<file path="src/rtl/sram_like_arbiter_if.sv">
// One SRAM-like port: request/address phase plus in-order data response.
// The side that issues requests uses the master modport. The side that
// accepts them and returns responses uses the slave modport.
interface sram_like_arbiter_if;
    logic        req;
    logic        wr;
    logic [1:0]  size;
    logic [3:0]  wstrb;
    logic [31:0] addr;
    logic [31:0] wdata;
    logic        addr_ok;
    logic        data_ok;
    logic [31:0] rdata;

    modport master (output req, wr, size, wstrb, addr, wdata,
                    input  addr_ok, data_ok, rdata);
    modport slave  (input  req, wr, size, wstrb, addr, wdata,
                    output addr_ok, data_ok, rdata);
endinterface

</file>
<file path="src/rtl/sram_like_arbiter.sv">
// Two-to-one SRAM-like arbiter: the inst and data requesters share one memory port.
// Arbitration prefers data. A starvation counter forces an inst grant after
// STARVE_LIMIT data grants in a row while inst waits. Once a selection is made,
// it is locked until the memory accepts it. The source of every accepted
// request is queued, so in-order responses can be steered back to the right
// requester.
module sram_like_arbiter #(
    parameter int MAX_OUTSTANDING = 4,
    parameter int STARVE_LIMIT    = 3
) (
    input  logic               i_clk,
    input  logic               i_resetn,
    sram_like_arbiter_if.slave  i_inst,
    sram_like_arbiter_if.slave  i_data,
    sram_like_arbiter_if.master o_mem
);
    localparam int AW = $clog2(MAX_OUTSTANDING);
    localparam int CW = AW + 1;
    localparam int SW = $clog2(STARVE_LIMIT + 1);
    localparam logic [SW-1:0] STARVE_MAX = SW'(STARVE_LIMIT);
    localparam logic [CW-1:0] DEPTH      = CW'(MAX_OUTSTANDING);

    typedef enum logic [1:0] {IDLE = 2'd0, HOLD_INST = 2'd1, HOLD_DATA = 2'd2} state_t;

    state_t                     r_state;
    logic [SW-1:0]              r_starve_cnt;
    logic [MAX_OUTSTANDING-1:0] r_fifo;      // source ID per slot: 0=inst, 1=data
    logic [AW-1:0]              r_wptr;
    logic [AW-1:0]              r_rptr;
    logic [CW-1:0]              r_count;

    logic w_sel_vld;
    logic w_sel_data;
    logic w_sel_req;
    logic w_full;
    logic w_empty;
    logic w_mem_req;
    logic w_accept;
    logic w_resp;
    logic w_head;

    // Selection: locked in HOLD states, arbitrated from live requests in IDLE
    always_comb begin
        w_sel_vld  = 1'b0;
        w_sel_data = 1'b0;
        case (r_state)
            HOLD_INST: begin
                w_sel_vld  = 1'b1;
                w_sel_data = 1'b0;
            end
            HOLD_DATA: begin
                w_sel_vld  = 1'b1;
                w_sel_data = 1'b1;
            end
            default: begin
                if (i_inst.req && i_data.req) begin
                    w_sel_vld  = 1'b1;
                    w_sel_data = (r_starve_cnt != STARVE_MAX);
                end else if (i_data.req) begin
                    w_sel_vld  = 1'b1;
                    w_sel_data = 1'b1;
                end else if (i_inst.req) begin
                    w_sel_vld  = 1'b1;
                    w_sel_data = 1'b0;
                end
            end
        endcase
    end

    assign w_sel_req = w_sel_data ? i_data.req : i_inst.req;
    assign w_full    = (r_count == DEPTH);
    assign w_empty   = (r_count == '0);
    // Reset gates everything visible, so nothing leaks out while resetn is low
    assign w_mem_req = i_resetn & w_sel_vld & w_sel_req & ~w_full;
    assign w_accept  = w_mem_req & o_mem.addr_ok;
    assign w_head    = r_fifo[r_rptr];
    assign w_resp    = i_resetn & o_mem.data_ok & ~w_empty;

    assign o_mem.req   = w_mem_req;
    assign o_mem.wr    = w_sel_data ? i_data.wr    : i_inst.wr;
    assign o_mem.size  = w_sel_data ? i_data.size  : i_inst.size;
    assign o_mem.wstrb = w_sel_data ? i_data.wstrb : i_inst.wstrb;
    assign o_mem.addr  = w_sel_data ? i_data.addr  : i_inst.addr;
    assign o_mem.wdata = w_sel_data ? i_data.wdata : i_inst.wdata;

    assign i_inst.addr_ok = w_accept & ~w_sel_data;
    assign i_data.addr_ok = w_accept &  w_sel_data;
    assign i_inst.data_ok = w_resp & ~w_head;
    assign i_data.data_ok = w_resp &  w_head;
    assign i_inst.rdata   = o_mem.rdata;
    assign i_data.rdata   = o_mem.rdata;

    // FSM: lock an unaccepted selection, release on the accepting cycle
    always_ff @(posedge i_clk) begin
        if (!i_resetn) begin
            r_state <= IDLE;
        end else begin
            case (r_state)
                IDLE: begin
                    if (w_sel_vld && !w_accept)
                        r_state <= w_sel_data ? HOLD_DATA : HOLD_INST;
                end
                HOLD_INST, HOLD_DATA: begin
                    if (w_accept)
                        r_state <= IDLE;
                end
                default: r_state <= IDLE;
            endcase
        end
    end

    // Starvation counter: counts data grants while inst waits, saturating
    always_ff @(posedge i_clk) begin
        if (!i_resetn) begin
            r_starve_cnt <= '0;
        end else if (!i_inst.req) begin
            r_starve_cnt <= '0;
        end else if (w_accept && !w_sel_data) begin
            r_starve_cnt <= '0;
        end else if (w_accept && w_sel_data && (r_starve_cnt != STARVE_MAX)) begin
            r_starve_cnt <= r_starve_cnt + 1'b1;
        end
    end

    // Source-ID order FIFO: push on accept, pop on response
    always_ff @(posedge i_clk) begin
        if (!i_resetn) begin
            r_fifo  <= '0;
            r_wptr  <= '0;
            r_rptr  <= '0;
            r_count <= '0;
        end else begin
            if (w_accept) begin
                r_fifo[r_wptr] <= w_sel_data;
                r_wptr         <= r_wptr + 1'b1;
            end
            if (w_resp)
                r_rptr <= r_rptr + 1'b1;
            case ({w_accept, w_resp})
                2'b10:   r_count <= r_count + 1'b1;
                2'b01:   r_count <= r_count - 1'b1;
                default: r_count <= r_count;
            endcase
        end
    end
endmodule

</file>
<file path="src/flat_wrapper.sv">
// flat-port wrapper written by rule: the top's interface ports become plain ports
module sram_like_arbiter_flat 
#(
    parameter int MAX_OUTSTANDING = 4,
    parameter int STARVE_LIMIT    = 3
)
  (i_clk, i_resetn, i_inst_req, i_inst_wr, i_inst_size, i_inst_wstrb, i_inst_addr, i_inst_wdata, i_inst_addr_ok, i_inst_data_ok, i_inst_rdata, i_data_req, i_data_wr, i_data_size, i_data_wstrb, i_data_addr, i_data_wdata, i_data_addr_ok, i_data_data_ok, i_data_rdata, o_mem_req, o_mem_wr, o_mem_size, o_mem_wstrb, o_mem_addr, o_mem_wdata, o_mem_addr_ok, o_mem_data_ok, o_mem_rdata);
  sram_like_arbiter_if i_inst_i ();
  sram_like_arbiter_if i_data_i ();
  sram_like_arbiter_if o_mem_i ();
  input  logic i_clk;
  input  logic i_resetn;
  input wire logic [$bits(i_inst_i.req)-1:0] i_inst_req;
  input wire logic [$bits(i_inst_i.wr)-1:0] i_inst_wr;
  input wire logic [$bits(i_inst_i.size)-1:0] i_inst_size;
  input wire logic [$bits(i_inst_i.wstrb)-1:0] i_inst_wstrb;
  input wire logic [$bits(i_inst_i.addr)-1:0] i_inst_addr;
  input wire logic [$bits(i_inst_i.wdata)-1:0] i_inst_wdata;
  output wire logic [$bits(i_inst_i.addr_ok)-1:0] i_inst_addr_ok;
  output wire logic [$bits(i_inst_i.data_ok)-1:0] i_inst_data_ok;
  output wire logic [$bits(i_inst_i.rdata)-1:0] i_inst_rdata;
  input wire logic [$bits(i_data_i.req)-1:0] i_data_req;
  input wire logic [$bits(i_data_i.wr)-1:0] i_data_wr;
  input wire logic [$bits(i_data_i.size)-1:0] i_data_size;
  input wire logic [$bits(i_data_i.wstrb)-1:0] i_data_wstrb;
  input wire logic [$bits(i_data_i.addr)-1:0] i_data_addr;
  input wire logic [$bits(i_data_i.wdata)-1:0] i_data_wdata;
  output wire logic [$bits(i_data_i.addr_ok)-1:0] i_data_addr_ok;
  output wire logic [$bits(i_data_i.data_ok)-1:0] i_data_data_ok;
  output wire logic [$bits(i_data_i.rdata)-1:0] i_data_rdata;
  output wire logic [$bits(o_mem_i.req)-1:0] o_mem_req;
  output wire logic [$bits(o_mem_i.wr)-1:0] o_mem_wr;
  output wire logic [$bits(o_mem_i.size)-1:0] o_mem_size;
  output wire logic [$bits(o_mem_i.wstrb)-1:0] o_mem_wstrb;
  output wire logic [$bits(o_mem_i.addr)-1:0] o_mem_addr;
  output wire logic [$bits(o_mem_i.wdata)-1:0] o_mem_wdata;
  input wire logic [$bits(o_mem_i.addr_ok)-1:0] o_mem_addr_ok;
  input wire logic [$bits(o_mem_i.data_ok)-1:0] o_mem_data_ok;
  input wire logic [$bits(o_mem_i.rdata)-1:0] o_mem_rdata;
  assign i_inst_i.req = i_inst_req;
  assign i_inst_i.wr = i_inst_wr;
  assign i_inst_i.size = i_inst_size;
  assign i_inst_i.wstrb = i_inst_wstrb;
  assign i_inst_i.addr = i_inst_addr;
  assign i_inst_i.wdata = i_inst_wdata;
  assign i_inst_addr_ok = i_inst_i.addr_ok;
  assign i_inst_data_ok = i_inst_i.data_ok;
  assign i_inst_rdata = i_inst_i.rdata;
  assign i_data_i.req = i_data_req;
  assign i_data_i.wr = i_data_wr;
  assign i_data_i.size = i_data_size;
  assign i_data_i.wstrb = i_data_wstrb;
  assign i_data_i.addr = i_data_addr;
  assign i_data_i.wdata = i_data_wdata;
  assign i_data_addr_ok = i_data_i.addr_ok;
  assign i_data_data_ok = i_data_i.data_ok;
  assign i_data_rdata = i_data_i.rdata;
  assign o_mem_req = o_mem_i.req;
  assign o_mem_wr = o_mem_i.wr;
  assign o_mem_size = o_mem_i.size;
  assign o_mem_wstrb = o_mem_i.wstrb;
  assign o_mem_addr = o_mem_i.addr;
  assign o_mem_wdata = o_mem_i.wdata;
  assign o_mem_i.addr_ok = o_mem_addr_ok;
  assign o_mem_i.data_ok = o_mem_data_ok;
  assign o_mem_i.rdata = o_mem_rdata;
  sram_like_arbiter #(.MAX_OUTSTANDING(MAX_OUTSTANDING), .STARVE_LIMIT(STARVE_LIMIT)) u_core (.i_clk(i_clk), .i_resetn(i_resetn), .i_inst(i_inst_i), .i_data(i_data_i), .o_mem(o_mem_i));
endmodule
</file>
<file path="config.mk">
export PLATFORM = sky130hd
export DESIGN_NAME = sram_like_arbiter_flat
export DESIGN_NICKNAME = d
export VERILOG_FILES = /design/src/rtl/sram_like_arbiter_if.sv /design/src/rtl/sram_like_arbiter.sv /design/src/flat_wrapper.sv
export SDC_FILE = /design/constraint.sdc
export NUM_CORES = 1
export LEC_CHECK = 0
export CORE_AREA = 2 2 124 126
export CTS_CLUSTER_DIAMETER = 100
export DETAILED_ROUTE_END_ITERATION = 10
export DIE_AREA = 0 0 126 128
export PLACE_DENSITY = 0.59
export SLEW_MARGIN = 15
export SYNTH_ARGS = -nofsm -noshare
export SYNTH_HDL_FRONTEND = slang
export SYNTH_SLANG_ARGS = --single-unit
</file>
<file path="constraint.sdc">
create_clock -name i_clk -period 5.2 [get_ports i_clk]
set_input_delay 0.52 -clock i_clk [delete_from_list [all_inputs] [get_ports i_clk]]
set_output_delay 0.52 -clock i_clk [all_outputs]
set_load 0.05 [all_outputs]
</file>
==> key figures, run 1 <==
Power and ir drop
  • PD cells: approximately 480 nW/um2
  • Peak VDD IR: around 0.27 mV
  • Clock power frac: 0.073
  • Flop pwr share: 0.071
  • Switch Pwr: approximately 1100 uW
  • Pleak: 0.001558 uW
  • Int Power: 926.6 uW
  • Comb power frac: 0.856
  • Sw frac: 0.5459

Routing
  • Vias per cell: ~4
  • Wire per inst: about 16 um
  • WL met1: approximately 3200 um
  • WL met2: about 5200 um
  • Post-route DRC: 0
  • Highest metal layer with signal wires: met4
  • Drt total wl: ~9500 um
  • DR iter-0 viols: 51
  • TritonRoute pass-1 iters: 4
  • Total number of vias: roughly 2300
  • Met3 wire length: a little over 900 um
  • Post-DRT Antenna Nets: 0

GRT
  • Global-route wire length before repair: 13090 um
  • Total GRT Usage: 0.1053
  • Initial antenna violation count: 0
  • Pin count of the biggest net entering global routing: 45
  • Vias in the first global route: about 2400
  • Total grt overflow: 0

Final layout
  • Area growth from synthesis to layout: 90.58%
  • Nets: just under 600
  • Layout cells sized above 1: 0.2015
  • Inserted Diodes: 0
  • Non-filler cells, final: around 590

Synthesis
  • Syn nets: around 430
  • Synth cell types: 34
  • Post-synthesis instance area: roughly 2200 um2
  • Top FF cell, synth: dfxtp_1
  • Post-synth ARST share: 0
  • Synth Area per Inst: approximately 9.1 um2
  • Post-synth EDFFs: 0
  • Post-Synthesis Cells: 244
  • Register bit total from synthesis: 15
  • Sequential fraction of the synthesis area: 0.1346
  • Ys Warns: 0
  • Count leader, synth: mux2_2
  • Ranking of synthesized cells by area: mux2_2 36%, buf_4 22%, dfxtp_1 13%
  • Synth cell count leaders: 71 x mux2_2, 65 x buf_4, 15 x dfxtp_1, 13 x nand2_1, 9 x buf_2
  • Share of the synthesized area in the top cell type: 0.3584
  • Synth area leader: mux2_2

Floorplan
  • Die ar.: 16130 um2
  • Starting Density: 0.1501
  • Num ports: 320
  • FP Rows: 45
  • Chip width: about 130 um
  • DIE HEIGHT: around 130 um
  • Core area: approximately 15000 um2

Timing
  • Hold Vio Cnt, Final: 0
  • Count of final setup violators: 0
  • RSZ-0062 raised after global routing: no
  • Post-route clock skew: between 0.002 and 0.003 ns
  • Final period util: 0.7137
  • Normalized max-slew margin: 0.5758
  • Fmax: roughly 270 MHz
  • Pins Over Slew Limit: 0
  • Slew @ Worst Pin: 0.6343 ns
  • Setup TNS: 0 ns
  • Clock period minus worst slack: between 3 and 4 ns

Critical path
  • Crit Path Max Fanout: 20
  • Critical Path RT: between 4 and 5 ns
  • Reg2Reg Setup Slack: roughly 2.5 ns
  • Reg2Reg Depth: 11
  • CP Launch Type: primary input
  • Worst Setup End Kind: output port
  • CP Data Arrival Time: 3.19 ns
  • Setup CP Type: in2out
  • Reg2reg start: u_core.r_state[0]$_SDFFE_PN0P_
  • Critical path launch point: i_resetn

Clocking
  • CTS Buf Count: 3
  • CTS tree: done
  • H-tree depth: 1
  • Worst-Skew Late Latency: 0.24 ns
  • Post-CTS setup buffer count: 0
  • Number of gates resized after CTS: 0
  • Hold Buf Count CTS: 0
  • Clk buf depth: 2
  • Root buffer cell: clkbuf_16
  • Clk sinks: 15
  • Clock transition at path regs: approximately 0.050 ns

Placed design
  • DP Wirelength: 8486 um
  • Port Buffers: 223
  • GPL Wtd Cong: 0.7547
  • Cells after DPL: between 500 and 600

Status
  • Status: completed

Run
  • Number of max-cap violations: 0

Min path
  • Hold Path Stages: 2
  • Worst Hold Class: reg2reg
  • Hold_sp: u_core.r_fifo[2]$_SDFFE_PN0P_
==> cell usage in the layout (no fill, tap or decap) <==
cell / count
ha_1: 8
nand3b_1: 1
o211ai_1: 1
inv_2: 1
a22o_1: 1
o21a_1: 1
o22ai_1: 2
a211oi_4: 1
nand3_1: 3
or3_1: 2
nor2b_1: 1
mux2_2: 71
nor2_1: 7
a22oi_2: 1
a21boi_0: 2
o311ai_1: 1
nand2_1: 13
clkbuf_1: 1
a21oi_1: 1
and4_1: 1
clkdlybuf4s50_1: 223
dfxtp_1: 15
xnor2_1: 4
a32o_1: 2
clkbuf_16: 3
mux2i_1: 6
buf_4: 2
a211oi_1: 1
and2_1: 6
fa_1: 1
xor2_1: 1
nor3b_1: 1
inv_1: 8
o21ai_0: 3
mux4_2: 1
==> flip-flops by register name (all words and copies together), names as in the netlist <==
signal / count
u_core.r_wptr: 2
u_core.r_starve_cnt: 2
u_core.r_rptr: 2
u_core.r_fifo: 4
u_core.r_state: 2
u_core.r_count: 3
==> critical path, stage by stage <==
cell	delay, ns
clkdlybuf4s50_1	0.84
o211ai_1	0.27
a211oi_4	0.36
inv_2	0.15
nor2_1	0.13
clkdlybuf4s50_1	0.91
==> per-layer routing <==
metal | up-vias | global-route usage
met2 | 130 | 0.2043
met3 | 11 | 0.03673
li1 | 1083 | -
met4 | 0 | 0.03749
met5 | - | 0
met1 | 1049 | 0.1029
==> metrics by stage <==
| stage | cell area, um2 | hold slack [ns] | power [uW] | util | setup slack [ns] |
|---|---|---|---|---|---|
| after detailed placement | 4173 | 0.4565 | 1906 | 0.2807 | 1.457 |
| after global placement | 4173 | 0.4517 | 1891 | 0.2807 | 1.522 |
| final | 4252 | 0.4611 | 2040 | 0.2860 | 1.489 |
| after global routing | 4252 | 0.4881 | 2117 | 0.2860 | 1.283 |
| after CTS | 4252 | 0.4644 | 2063 | 0.2860 | 1.446 |
| after floorplan | 2231 | 0.4353 | 1470 | - | 2.601 |
==> path summary, 6_finish.rpt <==
path | to
worst max-delay path | i_inst_addr_ok
worst min-delay path | u_core.r_fifo[2]$_SDFFE_PN0P_
worst max register to register | u_core.r_count[2]$_SDFFE_PN0P_
worst min register to register | u_core.r_fifo[2]$_SDFFE_PN0P_
==> final cells by class <==
cell class              count  area, um2
clock buffers               4      78.83
fillers                  1613      10610
inverters                   9      33.78
multi-input cells         144       1356
flip-flops and latches     15      300.3
well taps                 188      235.2
repair buffers            225       2247
==> kinds of logic (layout without fill, tap and decap cells) <==
logic type	after synthesis	count (layout)	synth area share
AND/OR/NAND/NOR	35	35	0.07628
multiplexers	78	78	0.3954
buffers and inverters	85	238	0.2574
XOR/XNOR	5	5	0.01963
adder cells (fa/ha/maj)	9	9	0.05384
flip-flops	15	15	0.1346
AO/OA/AOI/OAI	17	17	0.06281
==> power groups by stage <==
stage,Combinational (uW),Sequential (uW),Clock (uW)
after floorplan,1330,143,0
after global placement,1750,145,0
after detailed placement,1760,146,0
after CTS,1770,144,152
after global routing,1810,146,157
final,1750,144,150
Power figures use the tool's default switching activity.
==> run 2: changes to the inputs <==
- CORE_AREA: 2 2 124 126 -> 2 2 126 128
- DIE_AREA: 0 0 126 128 -> 0 0 128 130
- PLACE_DENSITY: 0.59 -> 0.57
- clock period: 5.2 -> 3.61 ns (I/O delays scaled with it)
==> key figures, run 2 (synthesis gave the netlist of run 1 again) <==
Final layout
  • Largest Register: u_core.r_fifo
  • Nets: 588
  • Layout cells sized above 1: 0.2613
  • Sequential cell area: approximately 300 um2
  • Most frequent cells in the layout: 200 x clkdlybuf4s50_1, 71 x mux2_2, 25 x buf_4
  • Biggest regs: u_core.r_fifo: 4 flops, u_core.r_count: 3 flops
  • Max reg flops: 4
  • Area of the multi-input gates: roughly 1400 um2
  • Commonest non-fill, non-tap cell in the layout: clkdlybuf4s50_1
  • Inserted Diodes: 0
  • Area growth from synthesis to layout: 89.12%
  • Non-filler cells, final: around 600
  • Fillers: roughly 1700

Critical path
  • Setup CP Type: reg2out
  • Critical-path cell list: inv_1 -> ha_1 -> nor2b_1 -> a22oi_2 -> buf_4 -> mux2_2 -> clkdlybuf4s50_1
  • Critical Path RT: 3.25 ns
  • Reg2Reg Setup Slack: between 0.9 and 1 ns
  • Reg2reg start: u_core.r_state[0]$_SDFFE_PN0P_
  • Cell count along the critical path: 7
  • CP Data Arrival Time: approximately 3.0 ns
  • Critical path launch point: u_core.r_state[1]$_SDFFE_PN0P_
  • Slowest CP cell: clkdlybuf4s50_1
  • Worst setup path end: o_mem_wdata[21]
  • Crit Path Max Fanout: 33
  • Reg2Reg Depth: 11
  • Delay-heaviest family, CP: buffers and inverters
  • CP Launch Type: register
  • Worst r2r dst: u_core.r_count[2]$_SDFFE_PN0P_
  • Worst Setup End Kind: output port
  • Buf/Inv on CP: 3
  • Worst path max stage delay: 0.71 ns

GRT
  • Global-route wire length before repair: between 10000 and 15000 um
  • Total GRT Usage: 0.1011
  • Vias in the first global route: 2344
  • Pin count of the biggest net entering global routing: between 40 and 50
  • Initial antenna violation count: 0
  • Total grt overflow: 0

Floorplan
  • Starting Density: 0.1446
  • FP Rows: 46
  • DIE HEIGHT: ~130 um
  • Num ports: 320
  • Die ar.: 16640 um2
  • Core area: ~15000 um2
  • Chip width: around 130 um

Timing
  • Pins Over Slew Limit: 0
  • Final period util: 0.9312
  • Clock period minus worst slack: 3.362 ns
  • RSZ-0062 raised after global routing: no
  • Slew @ Worst Pin: ~0.66 ns
  • Post-route clock skew: ~0.0015 ns
  • Setup TNS: 0 ns
  • Fmax: just under 300 MHz
  • Normalized max-slew margin: 0.5563
  • Count of final setup violators: 0
  • Hold Vio Cnt, Final: 0

Min path
  • Hold_sp: u_core.r_fifo[3]$_SDFFE_PN0P_
  • Hold Path Stages: 2
  • Worst Hold Class: reg2reg

Clocking
  • Root buffer cell: clkbuf_16
  • Hold Buf Count CTS: 0
  • H-tree depth: 1
  • CTS Buf Count: 3
  • CTS tree: done
  • Clock transition at path regs: 0.05 ns
  • Worst-Skew Late Latency: 0.24 ns
  • Number of gates resized after CTS: 0
  • Clk sinks: 15
  • Post-CTS setup buffer count: 0
  • Clk buf depth: 2

Placed design
  • Cells after DPL: between 500 and 600
  • GPL Wtd Cong: around 0.8
  • Port Buffers: around 220
  • DP Wirelength: approximately 8400 um

Routing
  • Post-DRT Antenna Nets: 0
  • Total number of vias: between 2000 and 2500
  • DR iter-0 viols: 72
  • Drt total wl: 9479 um
  • Wire per inst: ~16 um
  • Post-route DRC: 0
  • Vias per cell: about 3.8
  • TritonRoute pass-1 iters: 4

Run
  • Number of max-cap violations: 0

Power and ir drop
  • Peak VDD IR: approximately 0.3 mV
  • Pleak: 0.001590 uW
  • PD cells: about 700 nW/um2

Status
  • Status: completed
run 2: cell count changes in the layout (fill, tap and decap cells not counted), sizes merged:
cell	change
clkdlybuf4s50	-23
buf	+24
run 2: how the worst min path moves through the flow:
stage	end	slack, ns
after floorplan	u_core.r_fifo[2]$_SDFFE_PN0P_	0.44
after global routing	u_core.r_fifo[3]$_SDFFE_PN0P_	0.48
final	u_core.r_fifo[3]$_SDFFE_PN0P_	0.46
after CTS	u_core.r_fifo[3]$_SDFFE_PN0P_	0.47
after global placement	u_core.r_fifo[0]$_SDFFE_PN0P_	0.45
after detailed placement	u_core.r_fifo[0]$_SDFFE_PN0P_	0.45
run 2: power by group:
| group | switching [uW] | internal, uW |
|---|---|---|
| Clock | 66.2 | 149 |
| Sequential | 17.5 | 190 |
| Combinational | 1540 | 984 |
| Total | 1620 | 1320 |
run 2: layer usage:
layer | up-vias | wire length (um) | GRT usage | share of wire
met3 | 11 | 914 | 0.03895 | 0.096
met2 | 127 | 5028 | 0.1897 | 0.53
met4 | 0 | 146 | 0.02198 | 0.015
li1 | 1082 | - | - | -
met5 | - | 0 | 0 | 0
met1 | 1006 | 3390 | 0.1078 | 0.36
run 2: per-stage QoR:
stage | setup slack (ns) | utilization | power [uW] | hold slack [ns] | area, um2
global route | 0.07985 | 0.2735 | 3053 | 0.4842 | 4219
finish | 0.2484 | 0.2735 | 2946 | 0.4632 | 4219
global placement | 0.4226 | 0.2684 | 2726 | 0.4477 | 4140
floorplan | 1.170 | - | 2117 | 0.4353 | 2231
detailed placement | 0.3322 | 0.2684 | 2748 | 0.4534 | 4140
CTS | 0.1989 | 0.2735 | 2980 | 0.4672 | 4219
run 2: worst register-to-register path, stage by stage (launching register included):
cell and delay (ns):
dfxtp_1 0.31, inv_1 0.08, ha_1 0.24, mux2i_1 0.42
a211oi_4 0.16, inv_2 0.17, ha_1 0.20, inv_1 0.06
fa_1 0.37, xor2_1 0.15, or3_1 0.30, a21boi_0 0.16
run 2: area by class of cell:
type / instances / area share
inverters: 9 / 0.008007
flip-flops and latches: 15 / 0.07117
multi-input cells: 144 / 0.3215
well taps: 192 / 0.05694
clock buffers: 4 / 0.01868
repair buffers: 226 / 0.5237
==> run 3: changes to the inputs <==
- CTS_CLUSTER_SIZE: not set -> 20
==> results of run 3 <==
Final layout, timing and power as in run 2 (identical DEF).
